File: config.mk
export PLATFORM = sky130hd
export DESIGN_NAME = i2c_slave_phy
export DESIGN_NICKNAME = d
export VERILOG_FILES = /design/src/rtl/i2c_slave_phy.sv
export SDC_FILE = /design/constraint.sdc
export NUM_CORES = 1
export LEC_CHECK = 0
export CORE_UTILIZATION = 40
export DETAILED_ROUTE_END_ITERATION = 16
export PLACE_DENSITY = 0.58
export SLEW_MARGIN = 20
export SYNTH_ARGS = -nofsm -noshare
export SYNTH_HDL_FRONTEND = slang
export SYNTH_SLANG_ARGS = --single-unit
export TNS_END_PERCENT = 5
File: constraint.sdc
create_clock -name clk -period 2.25 [get_ports clk]
set_input_delay 0.45 -clock clk [delete_from_list [all_inputs] [get_ports clk]]
set_output_delay 0.45 -clock clk [all_outputs]
set_load 0.02 [all_outputs]
File: src/rtl/i2c_slave_phy.sv
// Bit-level I2C slave front end: synchronised/filtered SCL/SDA, START/STOP detection,
// 7-bit address match, write-byte capture and read-byte shifting with open-drain SDA drive.
module i2c_slave_phy #(
  parameter int unsigned SYNC_STAGES   = 2,
  parameter int unsigned FILTER_CYCLES = 3
) (
  input  logic       clk,
  input  logic       reset,
  input  logic       scl_in,
  input  logic       sda_in,
  output logic       sda_oe,
  input  logic [6:0] address,
  input  logic [7:0] datasend,
  output logic [7:0] datareceive,
  output logic       received,
  output logic       sended,
  output logic       busy
);

  typedef enum logic [2:0] {
    IDLE, ADDR, ADDR_ACK, WR_DATA, WR_ACK, RD_DATA, RD_ACK, WAIT_STOP
  } state_t;

  state_t state, state_n;

  logic [1:0]             raw;
  logic [SYNC_STAGES-1:0] sync_q  [2];
  logic [2:0]             flt_cnt [2];
  logic [1:0]             flt, flt_q;

  assign raw = {sda_in, scl_in};

  // Index 0 = SCL, 1 = SDA; filtered level moves only after FILTER_CYCLES equal samples
  always_ff @(posedge clk or negedge reset) begin
    if (!reset) begin
      for (int unsigned i = 0; i < 2; i++) begin
        sync_q[i]  <= '1;
        flt_cnt[i] <= '0;
      end
      flt   <= '1;
      flt_q <= '1;
    end else begin
      flt_q <= flt;
      for (int unsigned i = 0; i < 2; i++) begin
        sync_q[i] <= {sync_q[i][SYNC_STAGES-2:0], raw[i]};
        if (sync_q[i][SYNC_STAGES-1] == flt[i]) begin
          flt_cnt[i] <= '0;
        end else if (flt_cnt[i] == 3'(FILTER_CYCLES - 1)) begin
          flt[i]     <= sync_q[i][SYNC_STAGES-1];
          flt_cnt[i] <= '0;
        end else begin
          flt_cnt[i] <= flt_cnt[i] + 3'd1;
        end
      end
    end
  end

  logic sda_f, scl_rise, scl_fall, start_cond, stop_cond;
  assign sda_f      = flt[1];
  assign scl_rise   = flt[0] & ~flt_q[0];
  assign scl_fall   = ~flt[0] & flt_q[0];
  assign start_cond = ~flt[1] & flt_q[1] & flt[0] & flt_q[0];
  assign stop_cond  = flt[1] & ~flt_q[1] & flt[0] & flt_q[0];

  logic [3:0] bit_cnt, bit_cnt_n;
  logic [7:0] shift, shift_n, tx, tx_n, datareceive_n;
  logic       rw, rw_n, match, match_n, ack, ack_n;
  logic       sda_oe_n, received_n, sended_n, busy_n;

  always_ff @(posedge clk or negedge reset) begin
    if (!reset) begin
      state       <= IDLE;
      bit_cnt     <= '0;
      shift       <= '0;
      tx          <= '0;
      rw          <= 1'b0;
      match       <= 1'b0;
      ack         <= 1'b1;
      sda_oe      <= 1'b0;
      datareceive <= '0;
      received    <= 1'b0;
      sended      <= 1'b0;
      busy        <= 1'b0;
    end else begin
      state       <= state_n;
      bit_cnt     <= bit_cnt_n;
      shift       <= shift_n;
      tx          <= tx_n;
      rw          <= rw_n;
      match       <= match_n;
      ack         <= ack_n;
      sda_oe      <= sda_oe_n;
      datareceive <= datareceive_n;
      received    <= received_n;
      sended      <= sended_n;
      busy        <= busy_n;
    end
  end

  always_comb begin
    state_n = state;
    if (start_cond) begin
      state_n = ADDR;
    end else if (stop_cond) begin
      state_n = IDLE;
    end else if (scl_fall) begin
      case (state)
        ADDR:     if (bit_cnt == 4'd8) state_n = match ? ADDR_ACK : WAIT_STOP;
        ADDR_ACK: state_n = rw ? RD_DATA : WR_DATA;
        WR_DATA:  if (bit_cnt == 4'd8) state_n = WR_ACK;
        WR_ACK:   state_n = WR_DATA;
        RD_DATA:  if (bit_cnt == 4'd8) state_n = RD_ACK;
        RD_ACK:   state_n = ack ? WAIT_STOP : RD_DATA;
        default:  state_n = state;
      endcase
    end
  end

  // Strobe clear on scl_rise is applied first so a same-cycle set overrides it
  always_comb begin
    bit_cnt_n     = bit_cnt;
    shift_n       = shift;
    tx_n          = tx;
    rw_n          = rw;
    match_n       = match;
    ack_n         = ack;
    sda_oe_n      = sda_oe;
    datareceive_n = datareceive;
    received_n    = received;
    sended_n      = sended;
    busy_n        = busy;
    if (scl_rise) begin
      received_n = 1'b0;
      sended_n   = 1'b0;
    end
    if (start_cond) begin
      bit_cnt_n  = '0;
      sda_oe_n   = 1'b0;
      received_n = 1'b0;
      sended_n   = 1'b0;
    end else if (stop_cond) begin
      sda_oe_n   = 1'b0;
      received_n = 1'b0;
      sended_n   = 1'b0;
      busy_n     = 1'b0;
    end else begin
      case (state)
        ADDR, WR_DATA: begin
          if (scl_rise && bit_cnt < 4'd8) begin
            shift_n   = {shift[6:0], sda_f};
            bit_cnt_n = bit_cnt + 4'd1;
            if (state == ADDR && bit_cnt == 4'd7) begin
              match_n = (shift[6:0] == address);
              rw_n    = sda_f;
            end
          end
          if (scl_fall && bit_cnt == 4'd8) begin
            if (state == ADDR) begin
              sda_oe_n = match;
              busy_n   = match;
            end else begin
              datareceive_n = shift;
              received_n    = 1'b1;
              sda_oe_n      = 1'b1;
            end
          end
        end
        ADDR_ACK: if (scl_fall) begin
          bit_cnt_n = '0;
          if (rw) begin
            tx_n     = datasend;
            sda_oe_n = ~datasend[7];
          end else begin
            sda_oe_n = 1'b0;
          end
        end
        WR_ACK: if (scl_fall) begin
          sda_oe_n  = 1'b0;
          bit_cnt_n = '0;
        end
        RD_DATA: begin
          if (scl_rise && bit_cnt < 4'd8) bit_cnt_n = bit_cnt + 4'd1;
          if (scl_fall) begin
            if (bit_cnt == 4'd8) begin
              sda_oe_n = 1'b0;
            end else begin
              tx_n     = {tx[6:0], 1'b0};
              sda_oe_n = ~tx[6];
            end
          end
        end
        RD_ACK: begin
          if (scl_rise) begin
            ack_n    = sda_f;
            sended_n = 1'b1;
          end
          if (scl_fall) begin
            if (!ack) begin
              tx_n      = datasend;
              sda_oe_n  = ~datasend[7];
              bit_cnt_n = '0;
            end else begin
              sda_oe_n = 1'b0;
            end
          end
        end
        WAIT_STOP: sda_oe_n = 1'b0;
        default: ;
      endcase
    end
  end

endmodule

==> results of run 1 <==
worst max-delay path by stage:
stage / from / end / cells after the start
after global placement: flt[0] / match / 5
after floorplan: bit_cnt[0] / datareceive[0] / 6
after detailed placement: flt[0] / rw / 5
after CTS: flt[0] / rw / 5
after global routing: flt[0] / match / 5
final: flt[0] / match / 5
synth_stat cells:
library cell	count	area, um^2
sky130_fd_sc_hd__dfrtp_1	42	1051
sky130_fd_sc_hd__mux2_2	23	259.0
sky130_fd_sc_hd__nor2_1	22	82.58
sky130_fd_sc_hd__a21oi_1	17	85.08
sky130_fd_sc_hd__nand2_1	11	41.29
sky130_fd_sc_hd__dfstp_2	9	236.5
sky130_fd_sc_hd__mux2i_1	9	90.09
sky130_fd_sc_hd__inv_1	8	30.03
sky130_fd_sc_hd__buf_2	6	30.03
sky130_fd_sc_hd__nand2b_1	6	37.54
sky130_fd_sc_hd__nand3_1	6	30.03
sky130_fd_sc_hd__nor3_1	6	30.03
sky130_fd_sc_hd__xnor2_1	6	52.55
sky130_fd_sc_hd__xor2_1	6	52.55
sky130_fd_sc_hd__o21ai_0	5	25.02
sky130_fd_sc_hd__nand3b_1	4	30.03
sky130_fd_sc_hd__nor2b_1	4	25.02
sky130_fd_sc_hd__nand4_1	3	18.77
sky130_fd_sc_hd__o21a_1	3	22.52
sky130_fd_sc_hd__o22ai_1	3	18.77
sky130_fd_sc_hd__a31o_2	2	17.52
sky130_fd_sc_hd__ha_1	2	25.02
sky130_fd_sc_hd__nor2_4	2	22.52
sky130_fd_sc_hd__a21boi_0	1	7.510
sky130_fd_sc_hd__a21o_1	1	7.510
sky130_fd_sc_hd__a311o_1	1	10.01
sky130_fd_sc_hd__a31oi_1	1	6.260
sky130_fd_sc_hd__and2_1	1	6.260
sky130_fd_sc_hd__and3b_2	1	10.01
sky130_fd_sc_hd__buf_1	1	3.750
sky130_fd_sc_hd__clkbuf_1	1	3.750
sky130_fd_sc_hd__nand2_4	1	11.26
sky130_fd_sc_hd__nand2b_4	1	13.76
sky130_fd_sc_hd__nand3b_4	1	20.02
sky130_fd_sc_hd__nand4b_1	1	8.760
sky130_fd_sc_hd__nor3b_4	1	18.77
sky130_fd_sc_hd__nor4_1	1	6.260
sky130_fd_sc_hd__nor4_2	1	12.51
sky130_fd_sc_hd__o221a_2	1	11.26
sky130_fd_sc_hd__o221ai_1	1	8.760
sky130_fd_sc_hd__o32ai_1	1	8.760
sky130_fd_sc_hd__or3_1	1	6.260
stage by stage:
stage / hold slack [ns] / std cells / total power, mW
floorplan: 0.1544 / 224 / 2.103
global placement: 0.3462 / 325 / 2.360
detailed placement: 0.3473 / 325 / 2.371
CTS: 0.1101 / 333 / 2.954
global route: 0.1243 / 333 / 3.132
finish: 0.09388 / 333 / 2.919
state kept, by name (all words and copies together), names as in the netlist:
register	cells
rw	1
flt_cnt	6
busy	1
state	3
datareceive	8
received	1
flt_q	2
shift	8
bit_cnt	4
sync_q	4
sended	1
ack	1
tx	7
sda_oe	1
match	1
flt	2
critical path, delay by kind of cell, from the launching register on:
family           cells  cell delay, ns
muxes                1            0.37
and+or+nand+nor      4            0.77
DFF                  1            0.71
cells by family (layout without fill, tap and decap cells):
group,Yosys count,after routing,synth area share
AOI/OAI and AO/OA,37,37,0.09178
buffers and inverters,16,50,0.02708
adders and majority gates,2,2,0.01003
and+or+nand+nor,74,74,0.1730
DFF,51,51,0.5161
xor gates and xnor gates,12,12,0.04213
muxes,32,32,0.1399
per-layer routing:
metal | vias to the layer above | part of all wire | global-route usage
met5 | - | 0 | 0
met4 | 0 | 0.015 | 0.05714
met3 | 6 | 0.040 | 0.03034
met2 | 32 | 0.45 | 0.2479
met1 | 825 | 0.50 | 0.2141
li1 | 853 | - | -
cell type report:
type	count	area (um^2)
repair buffers	34	337.8
multi-input cells	157	1140
clock buffers	7	96.34
fillers	554	2963
inverters	8	30.03
flip-flops and latches	51	1287
clock inverters	1	7.507
well taps	75	93.84
power by group:
group | switching [mW] | internal (mW)
Combinational | 0.453 | 0.468
Clock | 0.295 | 0.280
Sequential | 0.289 | 1.13
Total | 1.04 | 1.88
==> PnR_summary.wiki, run 1 <==
{| class="wikitable"
! Metric !! Value
|-
| Result of the run || completed
|-
| Number of unique standard cell types used by synthesis || 42
|-
| Pre-antenna DRT Iters || 4
|-
| CTS H-tree depth || 2
|-
| Gp weighted congestion || 0.8410
|-
| Stage delay of the slowest cell on the critical path || 0.71 ns
|-
| CP Data Required Time || 2.44 ns
|-
| Clock sinks || 51
|-
| CTS Buf Count || 5
|-
| Leakage power of the design || 1.333 nW
|-
| Number of buffers between clock root and the deepest sink || 2
|-
| Die X || 80.98 um
|-
| IO Count || 31
|-
| Growth of design area from synthesis to finish || 19.96%
|-
| CP Cell Sequence || nand2b_4, nor2_4, nand3b_4, nor4_2, mux2_2
|-
| Post CTS Setup Buffer Count || 0
|-
| Register-to-register path setup slack || 0.29 ns
|-
| Cells after Synth || 224
|-
| Min setup slack post-route || 0.2877 ns
|-
| Sum of net half-perimeters after detailed placement || 3312 um
|-
| Sequential fraction of the synthesis area || 0.5160
|-
| Initial drt markers || 83
|-
| Total wire length after detailed routing || 4606 um
|-
| Initial standard-cell utilization of the core || 0.4189
|-
| Crit Path Class || reg -> reg
|-
| Final worst path period need || 1.962 ns
|-
| Number of setup violations in the final report || 0
|-
| Average footprint of a synthesized cell || 11.14 um^2
|-
| Post-route ant nets || 0
|-
| Max IR drop VDD || 0.0004125 V
|-
| Slew HR || 0.6759
|-
| Critical Path Source Type || register
|-
| Final std cell area, no fill || 0.002993 mm^2
|-
| Depth of the worst register-to-register path || 5
|-
| Total placed instance area || 0.002889 mm^2
|-
| Count of maximum capacitance violations || 0
|-
| Synth Net Count || 245
|-
| FP Rows || 28
|-
| Worst-path maximum fanout || 13
|-
| Arrival time reported for the critical path endpoint || 2.15 ns
|-
| Launch point of the worst reg-to-reg path || flt[0]
|-
| GRT Residual Overflow || 0
|-
| Wire length of the first global-routing pass || 7852 um
|-
| Max-slew violation total from the final report || 0
|-
| Summed instance area of the synthesized netlist || 0.002495 mm^2
|-
| Kind of end point of the critical path || register
|-
| Ant diodes || 0
|-
| I/O Buffers || 30
|-
| Die area || 0.006557 mm^2
|-
| Total power per unit cell area || 975.2 mW/mm^2
|-
| Flop and latch count out of synthesis || 51
|-
| DRC violation count after routing || 0
|-
| Ys Warns || 0
|-
| Clk_lat worst skew || 0.30 ns
|-
| Share of layout cells above drive strength 1 || 0.2171
|-
| Pin count of the biggest net entering global routing || 33
|-
| Capture point of the worst reg-to-reg path || match
|-
| CTS tree || built
|-
| Most common cell after layout, fill and taps aside || sky130_fd_sc_hd__dfrtp_1
|-
| Tightest Pin Transition || 0.4861 ns
|-
| Worst min path class || in -> async
|-
| Placeable core area || 0.005956 mm^2
|-
| Quantity of gates resized following cts || 0
|-
| Hold violation total from the final report || 0
|-
| Achievable frequency || 509.6 MHz
|-
| Floorplan die height || 80.98 um
|-
| Cell at the slowest stage of the critical path || sky130_fd_sc_hd__dfstp_2
|-
| Core Util, Final || 0.5025
|-
| CTS Root Buffer Type || sky130_fd_sc_hd__clkbuf_8
|-
| Final #Nets || 278
|-
| Initial antenna violation count || 0
|-
| Drt via density || 5.153
|-
| Number of buffers inserted for hold repair after clock tree synthesis || 0
|-
| Unrepaired setup endpoints after global routing || false
|-
| Clock input transition at the sequential cells of the worst setup and hold paths || 0.09 ns
|-
| Setup total negative slack || 0 ns
|-
| Worst-case setup slack after placement || 0.2982 ns
|-
| Setup skew after layout || 0.002899 ns
|-
| Via count of the first global-routing pass || 1,684
|-
| Detailed-route wire length per cell || 13.83 um
|-
| Final clock period utilization by the worst path || 0.8721
|-
| Commonest cells after routing, fill and taps aside || sky130_fd_sc_hd__dfrtp_1 (42), sky130_fd_sc_hd__clkdlybuf4s50_1 (29), sky130_fd_sc_hd__mux2_2 (23), sky130_fd_sc_hd__nor2_1 (22), sky130_fd_sc_hd__a21oi_1 (17)
|-
| Overall via count from detail_route || 1,716
|-
| Total global routing track utilization || 0.1570
|}
Note: power is estimated with default switching activity, not from simulation.
==> inputs of run 2 (changes only) <==
- CORE_UTILIZATION: 40 -> 50
- GPL_TIMING_DRIVEN: default -> 0
- PLACE_DENSITY: 0.58 -> 0.7
==> PnR_summary.wiki, run 2 (synthesis gave the netlist of run 1 again) <==
{| class="wikitable"
! Metric !! Value
|-
| Result of the run || completed (unchanged)
|-
| Stage delay of the slowest cell on the critical path || 0.61 ns (was 0.71 ns)
|-
| Kind of end point of the critical path || register (unchanged)
|-
| CP Cell Sequence || inv_1, nor2_4, nand2_4, nor3b_4, mux2_2 (was nand2b_4, nor2_4, nand3b_4, nor4_2, mux2_2)
|-
| Ant diodes || 0 (unchanged)
|-
| Clock sinks || 51 (unchanged)
|-
| Count of maximum capacitance violations || 0 (unchanged)
|-
| Via count of the first global-routing pass || 1,687 (was 1,684)
|-
| Most common cell after layout, fill and taps aside || sky130_fd_sc_hd__dfrtp_1 (unchanged)
|-
| Initial standard-cell utilization of the core || 0.5247 (was 0.4189)
|-
| Final clock period utilization by the worst path || 0.8919 (was 0.8721)
|-
| Pin count of the biggest net entering global routing || 52 (was 33)
|-
| Tightest Pin Transition || 0.6236 ns (was 0.4861 ns)
|-
| Unrepaired setup endpoints after global routing || false (unchanged)
|-
| Core Util, Final || 0.6229 (was 0.5025)
|-
| Commonest cells after routing, fill and taps aside || sky130_fd_sc_hd__dfrtp_1 (42), sky130_fd_sc_hd__clkdlybuf4s50_1 (29), sky130_fd_sc_hd__mux2_2 (23), sky130_fd_sc_hd__nor2_1 (22), sky130_fd_sc_hd__a21oi_1 (17) (unchanged)
|-
| Leakage power of the design || 1.331 nW (was 1.333 nW)
|-
| Sum of net half-perimeters after detailed placement || 3151 um (was 3312 um)
|-
| Placeable core area || 0.004755 mm^2 (was 0.005956 mm^2)
|-
| Min setup slack post-route || 0.2432 ns (was 0.2877 ns)
|-
| Slew HR || 0.5843 (was 0.6759)
|-
| Arrival time reported for the critical path endpoint || 2.20 ns (was 2.15 ns)
|-
| Hold violation total from the final report || 0 (unchanged)
|-
| Achievable frequency || 498.3 MHz (was 509.6 MHz)
|-
| CTS Buf Count || 5 (unchanged)
|-
| Number of buffers between clock root and the deepest sink || 2 (unchanged)
|-
| Quantity of gates resized following cts || 0 (unchanged)
|-
| Clk_lat worst skew || 0.30 ns (about the same)
|-
| Max-slew violation total from the final report || 0 (unchanged)
|-
| Crit Path Class || reg -> reg (unchanged)
|-
| Die area || 0.005277 mm^2 (was 0.006557 mm^2)
|-
| Total wire length after detailed routing || 4505 um (was 4606 um)
|-
| FP Rows || 25 (was 28)
|-
| Post CTS Setup Buffer Count || 0 (unchanged)
|-
| Non-filler instance count after layout || 329 (was 333)
|-
| DRC violation count after routing || 0 (unchanged)
|-
| Initial drt markers || 175 (was 83)
|-
| CTS H-tree depth || 2 (unchanged)
|-
| Worst-case setup slack after placement || 0.2441 ns (was 0.2982 ns)
|-
| DP Cell Count || 321 (was 325)
|-
| Largest regs || datareceive x8, shift x8, tx x7 (unchanged)
|-
| CTS Root Buffer Type || sky130_fd_sc_hd__clkbuf_8 (unchanged)
|-
| Worst-path maximum fanout || 9 (was 13)
|-
| Clock input transition at the sequential cells of the worst setup and hold paths || 0.09 ns (about the same)
|-
| Floorplan die height || 72.64 um (was 80.98 um)
|-
| Setup skew after layout || 0.005624 ns (was 0.002899 ns)
|-
| Final #Nets || 282 (was 278)
|-
| Total global routing track utilization || 0.1952 (was 0.1570)
|-
| Number of setup violations in the final report || 0 (unchanged)
|-
| Drt via density || 5.298 (was 5.153)
|-
| Worst hold slack || 0.1565 ns (was 0.09388 ns)
|-
| CTS tree || built (unchanged)
|-
| Max IR drop VDD || 0.0006218 V (was 0.0004125 V)
|-
| I/O Buffers || 30 (unchanged)
|-
| GRT Residual Overflow || 0 (unchanged)
|-
| Pre-antenna DRT Iters || 4 (unchanged)
|-
| Critical Path Source Type || register (unchanged)
|-
| Share of layout cells above drive strength 1 || 0.2176 (was 0.2171)
|-
| Total power per unit cell area || 970.2 mW/mm^2 (was 975.2 mW/mm^2)
|-
| Number of buffers inserted for hold repair after clock tree synthesis || 0 (unchanged)
|-
| Die X || 72.64 um (was 80.98 um)
|-
| Overall via count from detail_route || 1,743 (was 1,716)
|-
| Wire length of the first global-routing pass || 7803 um (was 7852 um)
|-
| Gp weighted congestion || 0.8476 (was 0.8410)
|-
| Detailed-route wire length per cell || 13.69 um (was 13.83 um)
|-
| Final worst path period need || 2.007 ns (was 1.962 ns)
|-
| CP Data Required Time || 2.44 ns (about the same)
|-
| Post-route ant nets || 0 (unchanged)
|-
| Worst min path class || in -> async (unchanged)
|-
| Growth of design area from synthesis to finish || 18.71% (was 19.96%)
|-
| IO Count || 31 (unchanged)
|-
| # fillers || 413 (was 554)
|-
| Cell at the slowest stage of the critical path || sky130_fd_sc_hd__dfstp_2 (unchanged)
|-
| Initial antenna violation count || 0 (unchanged)
|}
run 2: cell count changes in the layout (fill, tap and decap cells not counted):
cell	previous run	this run
sky130_fd_sc_hd__buf_1	0	1
sky130_fd_sc_hd__buf_12	1	0
sky130_fd_sc_hd__buf_2	1	6
sky130_fd_sc_hd__buf_4	3	1
sky130_fd_sc_hd__clkbuf_1	0	2
sky130_fd_sc_hd__clkbuf_8	7	5
sky130_fd_sc_hd__clkinv_2	0	1
run 2: worst max-delay path, delay by kind of cell, from the launching register on:
kind	cells	cell delay, ns
and+or+nand+nor	3	0.76
buffers and inverters	1	0.11
DFF	1	0.61
muxes	1	0.41
run 2: worst paths after layout:
kind,slack [ns],start,cells after the start,to
hold reg to reg,0.36,sync_q[2],0,sync_q[3]
min in group clk,0.36,sync_q[2],0,sync_q[3]
hold / removal,0.16,reset,1,flt_cnt[5]
max in group asynchronous,1.68,reset,1,shift[1]
setup reg to reg,0.24,flt_q[0],5,datareceive[6]
setup / recovery,0.24,flt_q[0],5,datareceive[6]
run 2: layout make-up:
type | instances | area [um^2] | share of cell area
inverters | 8 | 30.03 | 0.01014
plain buffers | 8 | 37.54 | 0.01267
clock inverters | 2 | 12.51 | 0.004225
well taps | 67 | 83.83 | 0.02831
clock buffers | 6 | 72.57 | 0.02450
flip-flops and latches | 51 | 1287 | 0.4347
multi-input cells | 157 | 1140 | 0.3849
repair buffers | 30 | 297.8 | 0.1005
run 2: report_power, final:
| part | internal (mW) | switching, mW | total, mW |
|---|---|---|---|
| Combinational | 0.478 | 0.566 | 1.04 |
| Sequential | 1.13 | 0.183 | 1.31 |
| Clock | 0.218 | 0.297 | 0.515 |
run 2: routing by layer:
metal / vias up / wire (um) / global-route usage
met5: - / 0 / 0
met4: 0 / 111 / 0.09150
met3: 10 / 147 / 0.03177
met2: 33 / 2051 / 0.2991
met1: 841 / 2194 / 0.2731
li1: 859 / - / -
run 2: metrics by stage:
step | cell area, um^2 | TNS, ns | total power [mW]
floorplan | 2495 | 0 | 2.103
global placement | 2879 | -33.66 | 2.352
detailed placement | 2877 | 0 | 2.375
CTS | 2962 | 0 | 2.902
global route | 2962 | 0 | 3.074
finish | 2962 | 0 | 2.873
==> inputs of run 3 (changes only) <==
- CORE_MARGIN: default -> 1.5
==> PnR_summary.wiki, run 3 (synthesis gave the netlist of run 1 again) <==
{| class="wikitable"
! Metric !! Value
|-
| Result of the run || completed (unchanged)
|-
| Most common cell after layout, fill and taps aside || sky130_fd_sc_hd__dfrtp_1 (unchanged)
|-
| Switching Power || 1.043 mW (was 1.046 mW)
|-
| GRT Residual Overflow || 0 (unchanged)
|-
| Total global routing track utilization || 0.1813 (was 0.1952)
|-
| Total wire length after detailed routing || 4537 um (was 4505 um)
|-
| Clk_lat worst skew || 0.30 ns (about the same)
|-
| Largest regs || datareceive x8, shift x8, tx x7 (unchanged)
|-
| Fraction of power consumed by sequential logic || 0.454 (was 0.457)
|-
| Slew HR || 0.5747 (was 0.5843)
|-
| Die X || 73.64 um (was 72.64 um)
|-
| Comb power frac || 0.360 (was 0.363)
|-
| Count of maximum capacitance violations || 0 (unchanged)
|-
| DRC violation count after routing || 0 (unchanged)
|-
| Worst-path maximum fanout || 9 (unchanged)
|-
| Post-route ant nets || 0 (unchanged)
|-
| Power Total || 2.908 mW (was 2.873 mW)
|-
| Depth of the worst register-to-register path || 6 (was 5)
|-
| Share of layout cells above drive strength 1 || 0.2176 (unchanged)
|-
| Post CTS Setup Buffer Count || 0 (unchanged)
|-
| Max IR drop VDD || 0.0005053 V (was 0.0006218 V)
|-
| Pin count of the biggest net entering global routing || 52 (unchanged)
|-
| Gp weighted congestion || 0.8307 (was 0.8476)
|-
| Initial antenna violation count || 0 (unchanged)
|-
| Clock sinks || 51 (unchanged)
|-
| Setup skew after layout || 0.003514 ns (was 0.005624 ns)
|-
| CTS Buf Count || 5 (unchanged)
|-
| Met1 Use GR || 0.2614 (was 0.2731)
|-
| Critical Path Source Type || register (unchanged)
|-
| Unrepaired setup endpoints after global routing || false (unchanged)
|-
| Overall via count from detail_route || 1,733 (was 1,743)
|-
| Register-to-register path setup slack || 0.22 ns (was 0.24 ns)
|-
| Leakage power of the design || 1.338 nW (was 1.331 nW)
|-
| CTS H-tree depth || 2 (unchanged)
|-
| Crit Path Class || reg -> reg (unchanged)
|-
| Initial drt markers || 99 (was 175)
|-
| Worst hold slack || 0.1546 ns (was 0.1565 ns)
|-
| Core Util, Final || 0.6250 (was 0.6229)
|-
| CTS Root Buffer Type || sky130_fd_sc_hd__clkbuf_8 (unchanged)
|-
| DP Cell Count || 321 (unchanged)
|-
| Drt via density || 5.267 (was 5.298)
|-
| Growth of design area from synthesis to finish || 19.11% (was 18.71%)
|-
| Die area || 0.005423 mm^2 (was 0.005277 mm^2)
|-
| Switching share of total power || 0.3588 (was 0.3640)
|-
| FP Rows || 25 (unchanged)
|-
| IO Count || 31 (unchanged)
|-
| Tightest Pin Transition || 0.6380 ns (was 0.6236 ns)
|-
| Wire length of the first global-routing pass || 7590 um (was 7803 um)
|-
| Highest-utilization routing layer at the global route stage || met2 (unchanged)
|-
| M2 GR Usage || 0.2823 (was 0.2991)
|-
| Global-route track usage on met3 || 0.03704 (was 0.03177)
|-
| Pre-antenna DRT Iters || 4 (unchanged)
|-
| Final #Nets || 282 (unchanged)
|-
| Final clock period utilization by the worst path || 0.9044 (was 0.8919)
|-
| Achievable frequency || 491.4 MHz (was 498.3 MHz)
|-
| Number of buffers inserted for hold repair after clock tree synthesis || 0 (unchanged)
|-
| Total placed instance area || 0.002877 mm^2 (unchanged)
|-
| Detailed-route wire length per cell || 13.79 um (was 13.69 um)
|-
| Final std cell area, no fill || 0.002972 mm^2 (was 0.002962 mm^2)
|-
| I/O Buffers || 30 (unchanged)
|-
| Clock network power share || 0.186 (was 0.179)
|-
| Sum of net half-perimeters after detailed placement || 3170 um (was 3151 um)
|-
| Max-slew violation total from the final report || 0 (unchanged)
|-
| Commonest cells after routing, fill and taps aside || sky130_fd_sc_hd__dfrtp_1 (42), sky130_fd_sc_hd__clkdlybuf4s50_1 (29), sky130_fd_sc_hd__mux2_2 (23), sky130_fd_sc_hd__nor2_1 (22), sky130_fd_sc_hd__a21oi_1 (17) (unchanged)
|-
| Quantity of gates resized following cts || 0 (unchanged)
|-
| Final worst path period need || 2.035 ns (was 2.007 ns)
|-
| Internal power || 1.864 mW (was 1.828 mW)
|-
| Clock input transition at the sequential cells of the worst setup and hold paths || 0.09 ns (about the same)
|-
| Number of setup violations in the final report || 0 (unchanged)
|-
| Floorplan die height || 73.64 um (was 72.64 um)
|-
| Worst min path class || in -> async (unchanged)
|-
| CTS tree || built (unchanged)
|-
| Arrival time reported for the critical path endpoint || 2.22 ns (was 2.20 ns)
|-
| Ant diodes || 0 (unchanged)
|-
| Non-filler instance count after layout || 329 (unchanged)
|-
| Hold violation total from the final report || 0 (unchanged)
|-
| Via count of the first global-routing pass || 1,584 (was 1,687)
|-
| Placeable core area || 0.004755 mm^2 (unchanged)
|-
| CP Data Required Time || 2.44 ns (about the same)
|-
| Kind of end point of the critical path || register (unchanged)
|-
| Total power per unit cell area || 978.4 mW/mm^2 (was 970.2 mW/mm^2)
|-
| Number of buffers between clock root and the deepest sink || 2 (unchanged)
|-
| Initial standard-cell utilization of the core || 0.5247 (unchanged)
|}
[run 3: area by class of cell]
| cell class | instances | area (um^2) |
|---|---|---|
| fill | 396 | 1783 |
| buffer | 8 | 37.54 |
| multi-input combinational | 157 | 1140 |
| tap | 67 | 83.83 |
| sequential | 51 | 1287 |
| timing repair buffer | 30 | 297.8 |
| clock buffer | 7 | 86.33 |
| inverter | 8 | 30.03 |
| clock inverter | 1 | 8.758 |
[run 3: layer usage]
metal | share of wire | vias up
met3 | 0.053 | 5
met5 | 0 | -
met1 | 0.48 | 832
met4 | 0.0097 | 0
met2 | 0.46 | 42
li1 | - | 854
[run 3: critical path, cell delays in order, from the launching register on]
cell and delay (ns):
sky130_fd_sc_hd__dfrtp_1 0.43, sky130_fd_sc_hd__inv_1 0.07, sky130_fd_sc_hd__ha_1 0.17, sky130_fd_sc_hd__and3b_2 0.28, sky130_fd_sc_hd__nand2_4 0.07, sky130_fd_sc_hd__nor3b_4 0.50
sky130_fd_sc_hd__mux2_2 0.40
[run 3: through the flow]
stage | worst slack [ns] | setup TNS, ns
finish | 0.2151 | 0
global route | 0.07896 | 0
CTS | 0.1894 | 0
detailed placement | 0.2141 | 0
global placement | -0.7641 | -33.96
floorplan | 0.5111 | 0
[run 3: power by group through the flow]
| stage | Sequential, mW | Clock (mW) | Combinational [mW] |
|---|---|---|---|
| floorplan | 1.30 | 0 | 0.807 |
| global placement | 1.33 | 0 | 1.02 |
| detailed placement | 1.34 | 0 | 1.05 |
| CTS | 1.32 | 0.559 | 1.06 |
| global route | 1.36 | 0.605 | 1.17 |
| finish | 1.32 | 0.541 | 1.05 |
[run 3: final timing paths]
path,start,endpoint
setup / recovery,bit_cnt[0],datareceive[4]
hold / removal,reset,tx[0]
setup reg to reg,bit_cnt[0],datareceive[4]
hold reg to reg,sync_q[0],sync_q[1]
max in group asynchronous,reset,match
min in group clk,sync_q[0],sync_q[1]
